**src/rtl/elem_pkg.sv**
```systemverilog
// Shared definitions for the row write-back block.
//
// Build-time macros (each may be overridden on the command line):
//   DATA_SIZE  element width in bits            (default 8)
//   ADDR_SIZE  SRAM address width                (default 20)
//   INPUT_NUM  elements per input block          (default 12)
//   ROW_NUM    elements per SRAM row             (default 24)
//   ADDR_BASE  first write address               (default 0)
//   ADDR_OFFU  address increment per row         (default 1)
// Optional feature macro: ELEM_ROW_WB_FLUSH_EN (used by elem_row_wb).
//
// Contents: the BLK_NUM constant, the block/row/address vector typedefs, the
// block-index typedef and the hold-register state enum.

`ifndef DATA_SIZE
`define DATA_SIZE 8
`endif
`ifndef ADDR_SIZE
`define ADDR_SIZE 20
`endif
`ifndef INPUT_NUM
`define INPUT_NUM 12
`endif
`ifndef ROW_NUM
`define ROW_NUM 24
`endif
`ifndef ADDR_BASE
`define ADDR_BASE 0
`endif
`ifndef ADDR_OFFU
`define ADDR_OFFU 1
`endif

package elem_pkg;

    localparam int DATA_SIZE = `DATA_SIZE;
    localparam int ADDR_SIZE = `ADDR_SIZE;
    localparam int INPUT_NUM = `INPUT_NUM;
    localparam int ROW_NUM   = `ROW_NUM;
    localparam int ADDR_BASE = `ADDR_BASE;
    localparam int ADDR_OFFU = `ADDR_OFFU;

    // Number of input blocks that make up one SRAM row.
    localparam int BLK_NUM  = ROW_NUM / INPUT_NUM;
    // The block index keeps at least one bit so BLK_NUM=1 still elaborates.
    localparam int BLK_W    = (BLK_NUM > 1) ? $clog2(BLK_NUM) : 1;
    localparam int BLK_BITS = INPUT_NUM * DATA_SIZE;
    localparam int ROW_BITS = ROW_NUM * DATA_SIZE;

    typedef logic [BLK_BITS-1:0]  blk_t;
    typedef logic [ROW_BITS-1:0]  row_t;
    typedef logic [ADDR_SIZE-1:0] addr_t;
    typedef logic [BLK_W-1:0]     idx_t;

    typedef enum logic {
        HOLD_EMPTY = 1'b0,
        HOLD_FULL  = 1'b1
    } hold_state_t;

endpackage

```
**src/rtl/elem_row_hold.sv**
```systemverilog
// Hold register for one completed row plus its SRAM write handshake.
//
// Handshake: wr_en=1 means wr_data is a pending row write; the write completes
// on a rising edge where wr_en & wr_ready. While wr_en=1 and wr_ready=0 the
// row is held unchanged. wr_ready while wr_en=0 is ignored.
//
// Ports:
//   clk, rst    clock and synchronous active-high reset
//   load        a completed row is presented this cycle (the caller only
//               asserts it when the register is EMPTY or being drained)
//   load_data   the completed row
//   wr_ready    SRAM accepts the pending write this cycle
//   wr_en       pending write request (state == HOLD_FULL)
//   wr_data     held row
//   state       FSM state, exported for observation and for the top's stall logic

module elem_row_hold
    import elem_pkg::*;
(
    input  logic        clk,
    input  logic        rst,
    input  logic        load,
    input  row_t        load_data,
    input  logic        wr_ready,
    output logic        wr_en,
    output row_t        wr_data,
    output hold_state_t state
);

    hold_state_t state_next;

    always_ff @(posedge clk) begin
        if (rst) begin
            state <= HOLD_EMPTY;
        end else begin
            state <= state_next;
        end
    end

    always_comb begin
        state_next = state;
        case (state)
            HOLD_EMPTY: begin
                if (load) begin
                    state_next = HOLD_FULL;
                end
            end
            HOLD_FULL: begin
                // A drain and a new row on the same edge keep the register full.
                if (wr_ready && !load) begin
                    state_next = HOLD_EMPTY;
                end
            end
            default: state_next = HOLD_EMPTY;
        endcase
    end

    assign wr_en = (state == HOLD_FULL);

    always_ff @(posedge clk) begin
        if (rst) begin
            wr_data <= '0;
        end else if (load) begin
            wr_data <= load_data;
        end
    end

endmodule

```
**src/rtl/elem_row_wb.sv**
```systemverilog
// Row write-back: collects BLK_NUM input blocks of INPUT_NUM elements into one
// SRAM row and writes it through a single-entry hold register.
//
// Input handshake: a block is accepted on a rising edge where
// in_data_valid & in_ready. in_ready drops only when the incoming block would
// complete a row while the hold register is full and not draining.
//
// Ports:
//   clk, rst        clock and synchronous active-high reset
//   in_data_valid   data_in carries a valid block
//   data_in         block, element 0 at the LSBs
//   in_ready        block accepted when in_data_valid & in_ready
//   wr_ready        SRAM accepts the pending write this cycle
//   wr_en           row write request
//   wr_addr         row write address (ADDR_BASE, stepping by ADDR_OFFU)
//   wr_data         assembled row
//   row_cnt         rows written since reset
//   flush           (only with ELEM_ROW_WB_FLUSH_EN) close a partial row,
//                   zero-filling the missing elements
//
// Optional feature macro: ELEM_ROW_WB_FLUSH_EN.

module elem_row_wb
    import elem_pkg::*;
(
    input  logic  clk,
    input  logic  rst,
    input  logic  in_data_valid,
    input  blk_t  data_in,
    output logic  in_ready,
    input  logic  wr_ready,
    output logic  wr_en,
    output addr_t wr_addr,
    output row_t  wr_data,
    output addr_t row_cnt
`ifdef ELEM_ROW_WB_FLUSH_EN
    ,
    input  logic  flush
`endif
);

    generate
        if ((ROW_NUM < INPUT_NUM) || ((ROW_NUM % INPUT_NUM) != 0)) begin : g_bad_cfg
            $error("elem_row_wb: ROW_NUM must be a non-zero multiple of INPUT_NUM");
        end
    endgenerate

    idx_t        blk_idx;
    row_t        asm_buf;
    row_t        merged;
    hold_state_t hold_state;
    logic        last_blk;
    logic        can_load;
    logic        accept;
    logic        flush_go;
    logic        complete;
    logic        fire;

    assign last_blk = (blk_idx == idx_t'(BLK_NUM - 1));
    // The hold register can take a new row if it is empty or drains this edge.
    assign can_load = (hold_state == HOLD_EMPTY) || wr_ready;
    assign in_ready = !last_blk || can_load;
    assign accept   = in_data_valid && in_ready;
    assign fire     = wr_en && wr_ready;

`ifdef ELEM_ROW_WB_FLUSH_EN
    // Nothing to flush at blk_idx=0 unless a block arrives in the same cycle.
    assign flush_go = flush && ((blk_idx != '0) || accept) && can_load;
`else
    assign flush_go = 1'b0;
`endif

    assign complete = (accept && last_blk) || flush_go;

    // Current buffer with the incoming block dropped into its slot. Slots past
    // blk_idx are always zero because the buffer is cleared on completion,
    // which provides the zero fill for flushed rows.
    always_comb begin
        merged = asm_buf;
        if (accept) begin
            for (int b = 0; b < BLK_NUM; b++) begin
                if (blk_idx == idx_t'(b)) begin
                    merged[b*BLK_BITS +: BLK_BITS] = data_in;
                end
            end
        end
    end

    always_ff @(posedge clk) begin
        if (rst) begin
            blk_idx <= '0;
            asm_buf <= '0;
        end else if (complete) begin
            blk_idx <= '0;
            asm_buf <= '0;
        end else if (accept) begin
            blk_idx <= blk_idx + idx_t'(1);
            asm_buf <= merged;
        end
    end

    always_ff @(posedge clk) begin
        if (rst) begin
            wr_addr <= addr_t'(ADDR_BASE);
            row_cnt <= '0;
        end else if (fire) begin
            wr_addr <= wr_addr + addr_t'(ADDR_OFFU);
            row_cnt <= row_cnt + addr_t'(1);
        end
    end

    elem_row_hold u_hold (
        .clk       (clk),
        .rst       (rst),
        .load      (complete),
        .load_data (merged),
        .wr_ready  (wr_ready),
        .wr_en     (wr_en),
        .wr_data   (wr_data),
        .state     (hold_state)
    );

endmodule

```
**config.mk**
```make
export PLATFORM = sky130hd
export DESIGN_NAME = elem_row_wb
export DESIGN_NICKNAME = d
export VERILOG_FILES = /design/src/rtl/elem_pkg.sv /design/src/rtl/elem_row_hold.sv /design/src/rtl/elem_row_wb.sv
export SDC_FILE = /design/constraint.sdc
export NUM_CORES = 1
export LEC_CHECK = 0
export CORE_MARGIN = 3
export CORE_UTILIZATION = 48
export CTS_BUF_LIST = sky130_fd_sc_hd__clkbuf_4
export DETAILED_ROUTE_END_ITERATION = 6
export PLACE_DENSITY_LB_ADDON = 0.3
export SLEW_MARGIN = 20
export SYNTH_ARGS = -nofsm -noshare
export SYNTH_HDL_FRONTEND = slang
export SYNTH_SLANG_ARGS = --single-unit
```
**constraint.sdc**
```tcl
create_clock -name clk -period 2.15 [get_ports clk]
set_input_delay 0.5375 -clock clk [delete_from_list [all_inputs] [get_ports clk]]
set_output_delay 0.5375 -clock clk [all_outputs]
set_load 0.02 [all_outputs]
```
After elaboration in Yosys (flattened, before gate mapping)
Cells that the tools add are included.
{"block": "word_totals", "n_memories": 0, "ram_bits": 0, "input_bits": 100, "out_inout_bits": 234, "word_cells": 25, "mem_bits_ro": 0, "reg_bits": 426, "latch_bits": 0}
{"block": "op_classes", "reduce_logical": 9, "eq_ne": 0, "shifts": 0, "div_mod_pow": 0, "n_addsub": 3, "multipliers": 0, "bitwise": 1, "muxes": 6, "order_cmp": 0}
{"operator": "2-to-1 mux 192 bit", "n": 1}
{"operator": "2-to-1 mux 96 bit", "n": 2}
{"operator": "adder 20 x 1 -> 20 bit (second input constant)", "n": 2}
{"operator": "logical AND 1 bit", "n": 4}
{"operator": "logical NOT 1 bit", "n": 2}
{"operator": "logical OR 1 bit", "n": 2}
{"operator": "2-to-1 mux 1 bit", "n": 2}
{"operator": "case mux 1 bit (2 select lines)", "n": 1}
{"operator": "OR reduction 2 bit", "n": 1}
{"operator": "adder 1 bit (second input constant)", "n": 1}
{"operator": "inverter 1 bit", "n": 1}

Depth between registers and ports, before layout
{"block": "depth", "ltp_word": 9, "depth_mapped": 7, "ltp_nobuf": 5}

Modules after synthesis
From an unflattened synthesis, not the netlist that was laid out.
{"block": "hier_totals", "cells_unflattened": 1463, "area_unflattened_um2": 16224.3}
{"module": "elem_row_wb", "area_per_inst_um2": 9242.6, "n_inst": 1, "cells_each": 839, "seq_area_each_um2": 4664.5}
{"module": "elem_row_hold", "area_per_inst_um2": 6981.7, "n_inst": 1, "cells_each": 624, "seq_area_each_um2": 3863.7}

Least setup slack after synthesis
OpenSTA, ideal clock, no wires.
{"block": "synth_path", "kind": "flip-flop to flip-flop", "start": "register wr_addr[3]", "end": "register wr_addr[17]", "required_ns": 2.080, "synth_period_minus_slack_ns": 1.759, "t_arrival_ns": 1.689, "slack_ns": 0.391, "path_buffers": 2, "path_stages_with_launch": 7, "setup_time_ns": 0.070, "path_cell_list": "dfxtp_1 and4_1 buf_6 nand4_4 buf_6 or4_1 a21oi_1"}
{"block": "synth_via", "elab_chain_cells": 1}
{"element": "start, declared", "line": "elem_row_wb.sv:33", "text": "output addr_t wr_addr,"}
{"element": "start signal, assigned", "line": "elem_row_wb.sv:104", "text": "wr_addr <= addr_t'(ADDR_BASE);"}
{"element": "start signal, assigned", "line": "elem_row_wb.sv:107", "text": "wr_addr <= wr_addr + addr_t'(ADDR_OFFU);"}
{"element": "adder 20 x 1 -> 20 bit", "line": "elem_row_wb.sv:107"}
Every way passes these cells.
A chain may end at the register's enable or synchronous reset.

Worst setup path in the final report
{"block": "layout_path", "start": "register u_hold.state", "end": "output wr_en"}
{"element": "start, declared", "line": "elem_row_hold.sv:27", "text": "output hold_state_t state"}
{"element": "start signal, assigned", "line": "elem_row_hold.sv:36", "text": "state <= state_next;"}
{"element": "end, declared", "line": "elem_row_wb.sv:32", "text": "output logic wr_en,"}
No word-level cell between the ends.

==> results.json <==
{
  "synth_area_leaders": "dfxtp_1 60%, mux2i_1 8.7%, a22o_1 7.6%, o2bb2ai_1 7.6%, nor2_1 4.3%",
  "critPathLaunch": "u_hold.state",
  "syn_area_sq_um": 11010,
  "place_area_sq_um": 14920,
  "start_util": 0.4966,
  "vias": 8837,
  "cts_tree": "done",
  "synth-warning-count": 0,
  "setup_ws_ns": 0.09214,
  "dp_slack_ns": -0.2537,
  "wl_per_cell_um": 17.15,
  "initialDrtViolationCount": 402,
  "grt_busiest_layer": "met2",
  "outcome": "finished, final reports clean",
  "worst_setup_path_end_kind": "primary output",
  "synth_area_per_cell_sq_um": 11.48,
  "required_ns": 1.61,
  "fmax_mhz": 485.9,
  "io_pins": 334,
  "dp.final_hpwl_mm": 20.05,
  "fp.dieH_um": 157.4,
  "synth_most_common_cell": "dfxtp_1",
  "drc": 0,
  "post_cts_resized": 234,
  "slew_violations": 0,
  "synth.top_cell.area_share": 0.6003,
  "fin_util": 0.7074,
  "worstMarginPinSlew_ns": 0.4226,
  "nFillCells": 1719,
  "setup_viol": 0,
  "routed_wirelength_mm": 28.89,
  "synth_ff_type": "dfxtp_1",
  "use_met2": 0.3786,
  "p_per_area_nw_per_um2": 828.8,
  "antenna_found_initial": 2,
  "peakVddDrop_mv": 0.5510,
  "period_share": 0.9571,
  "dieArea_sq_um": 24780,
  "cts_setup_buffers": 0,
  "area_delta_synth_final_pct": 42.44,
  "gr-usage-met1": 0.2680,
  "vias_per_cell": 5.248,
  "io_buffers": 333,
  "track_usage": 0.2281,
  "fin_area_sq_um": 15680,
  "critical_path_class": "flop to primary output",
  "clock_latency_ns": 0.65,
  "cts_hold_buf": 0,
  "hold_viol": 0,
  "fin_skew_ns": 0.01753,
  "cp_max_fo": 7,
  "crit_slowest_cell": "dfxtp_1",
  "dr.pass1.iters": 4,
  "grt_overflow_total": 0,
  "clockBufferDepth": 3,
  "p_leak_uw": 0.007217,
  "yosysSeqAreaShare": 0.6003,
  "final_nets": 1449,
  "crit_path_start_kind": "flop",
  "synth_edf_count": 0,
  "r2r-start": "wr_addr[3]",
  "grt_first_pass_wirelength_mm": 45.88,
  "max_stage_delay_ns": 0.36,
  "synth_nets": 1061,
  "cts_sinks": 330,
  "yosysTopAreaCell": "dfxtp_1",
  "gp_congestion": 0.8008,
  "synth_cells": 959,
  "grt_util_met3": 0.07616,
  "crit_chain": "buf_4 -> dlygate4sd2_1",
  "path_clk_slew_ns": 0.06,
  "core_sq_um": 22160,
  "rsz0062_at_grt": "false",
  "cap_violations": 0,
  "die_w_um": 157.4,
  "grt_pass1_vias": 9019,
  "hp-start": "u_hold.wr_data[17]",
  "crit_arrival_ns": 1.52,
  "ys_ff_latch": 330,
  "ant_nets": 0,
  "period_minus_slack_ns": 2.058,
  "slew_headroom": 0.7183,
  "synth_common_cells": "330 x dfxtp_1, 125 x nor2_1, 96 x a22o_1, 96 x mux2i_1, 96 x o2bb2ai_1",
  "rows": 54,
  "synthArstFlopShare": 0,
  "setup-tns-final_ns": 0,
  "numCtsBuffers": 83,
  "ys_types": 38,
  "cts_max_level": 3,
  "root_buffer": "clkbuf_4",
  "hold_class": "flop to flop",
  "grt_max_degree": 59,
  "drive_above_1_share": 0.1305
}
power breakdown:
group	total (uW)	internal [uW]	switching, uW
Clock	5220	2890	2330
Combinational	1320	605	717
Sequential	6450	6360	97.0
Total	13000	9850	3140
worst paths after layout:
path                              to  slack (ns)  depth (start not counted)
setup / recovery               wr_en        0.09                          2
hold / removal    u_hold.wr_data[17]        0.46                          1
hold reg to reg   u_hold.wr_data[17]        0.46                          1
setup reg to reg         wr_addr[17]        0.33                          4
final cells by class:
| type | instances | area (sq um) | share of cell area |
|---|---|---|---|
| clock inverters | 21 | 158.9 | 0.01014 |
| inverters | 3 | 11.26 | 0.0007183 |
| multi-input cells | 548 | 4041 | 0.2578 |
| flip-flops and latches | 330 | 6606 | 0.4214 |
| well taps | 280 | 350.3 | 0.02235 |
| repair buffers | 381 | 3610 | 0.2303 |
| diodes | 2 | 5.005 | 0.0003193 |
| clock buffers | 119 | 893.4 | 0.05699 |
worst max-delay path, delay by kind of cell, from the launching register on:
family	cells	cell delay, ns
flip-flops	1	0.36
buffers and inverters	2	0.52
per-stage QoR:
stage	total power, uW	hold slack, ns	cells
floorplan	7275	0.4558	959
global placement	7985	0.4439	1542
detailed placement	8012	0.4454	1542
CTS	13160	0.4463	1682
global route	13610	0.4607	1684
finish	12990	0.4558	1684
layer usage:
layer  vias up  part of all wire
met3        54             0.074
met5         -                 0
met2       273              0.48
met1      4198              0.41
li1       4312                 -
met4         0             0.029
registers in the layout, indices dropped and copies added (netlist names):
name            cells
asm_buf            96
blk_idx             1
row_cnt            20
u_hold.state        1
u_hold.wr_data    192
wr_addr            20
placed cells by master (no fill, tap or decap), drive strengths merged, types with 3 or more instances in the layout:
cell type,n
nor2,126
inv,4
nand2,17
clkbuf,120
clkdlybuf4s50,99
buf,48
nand3,10
or4,3
clkinv,17
or3,9
bufinv,3
mux2i,96
and4,11
o31ai,3
o21ai,9
dlygate4sd2,233
a22o,96
xor2,20
a21oi,16
dfxtp,330
o2bb2ai,96
and2,4
nand4,15
xnor2,4
logic make-up (layout without fill, tap and decap cells):
group | count (synthesis) | after routing | share of synthesized area
adder cells (fa/ha/maj) | 2 | 2 | 0.002273
flip-flops | 330 | 330 | 0.6003
other | 0 | 2 | 0
AND/OR/NAND/NOR | 203 | 203 | 0.08800
XOR/XNOR | 24 | 24 | 0.01910
AO/OA/AOI/OAI | 223 | 223 | 0.1686
multiplexers | 96 | 96 | 0.08731
buffers and inverters | 81 | 524 | 0.03445
Note: power is estimated with default switching activity, not from simulation.
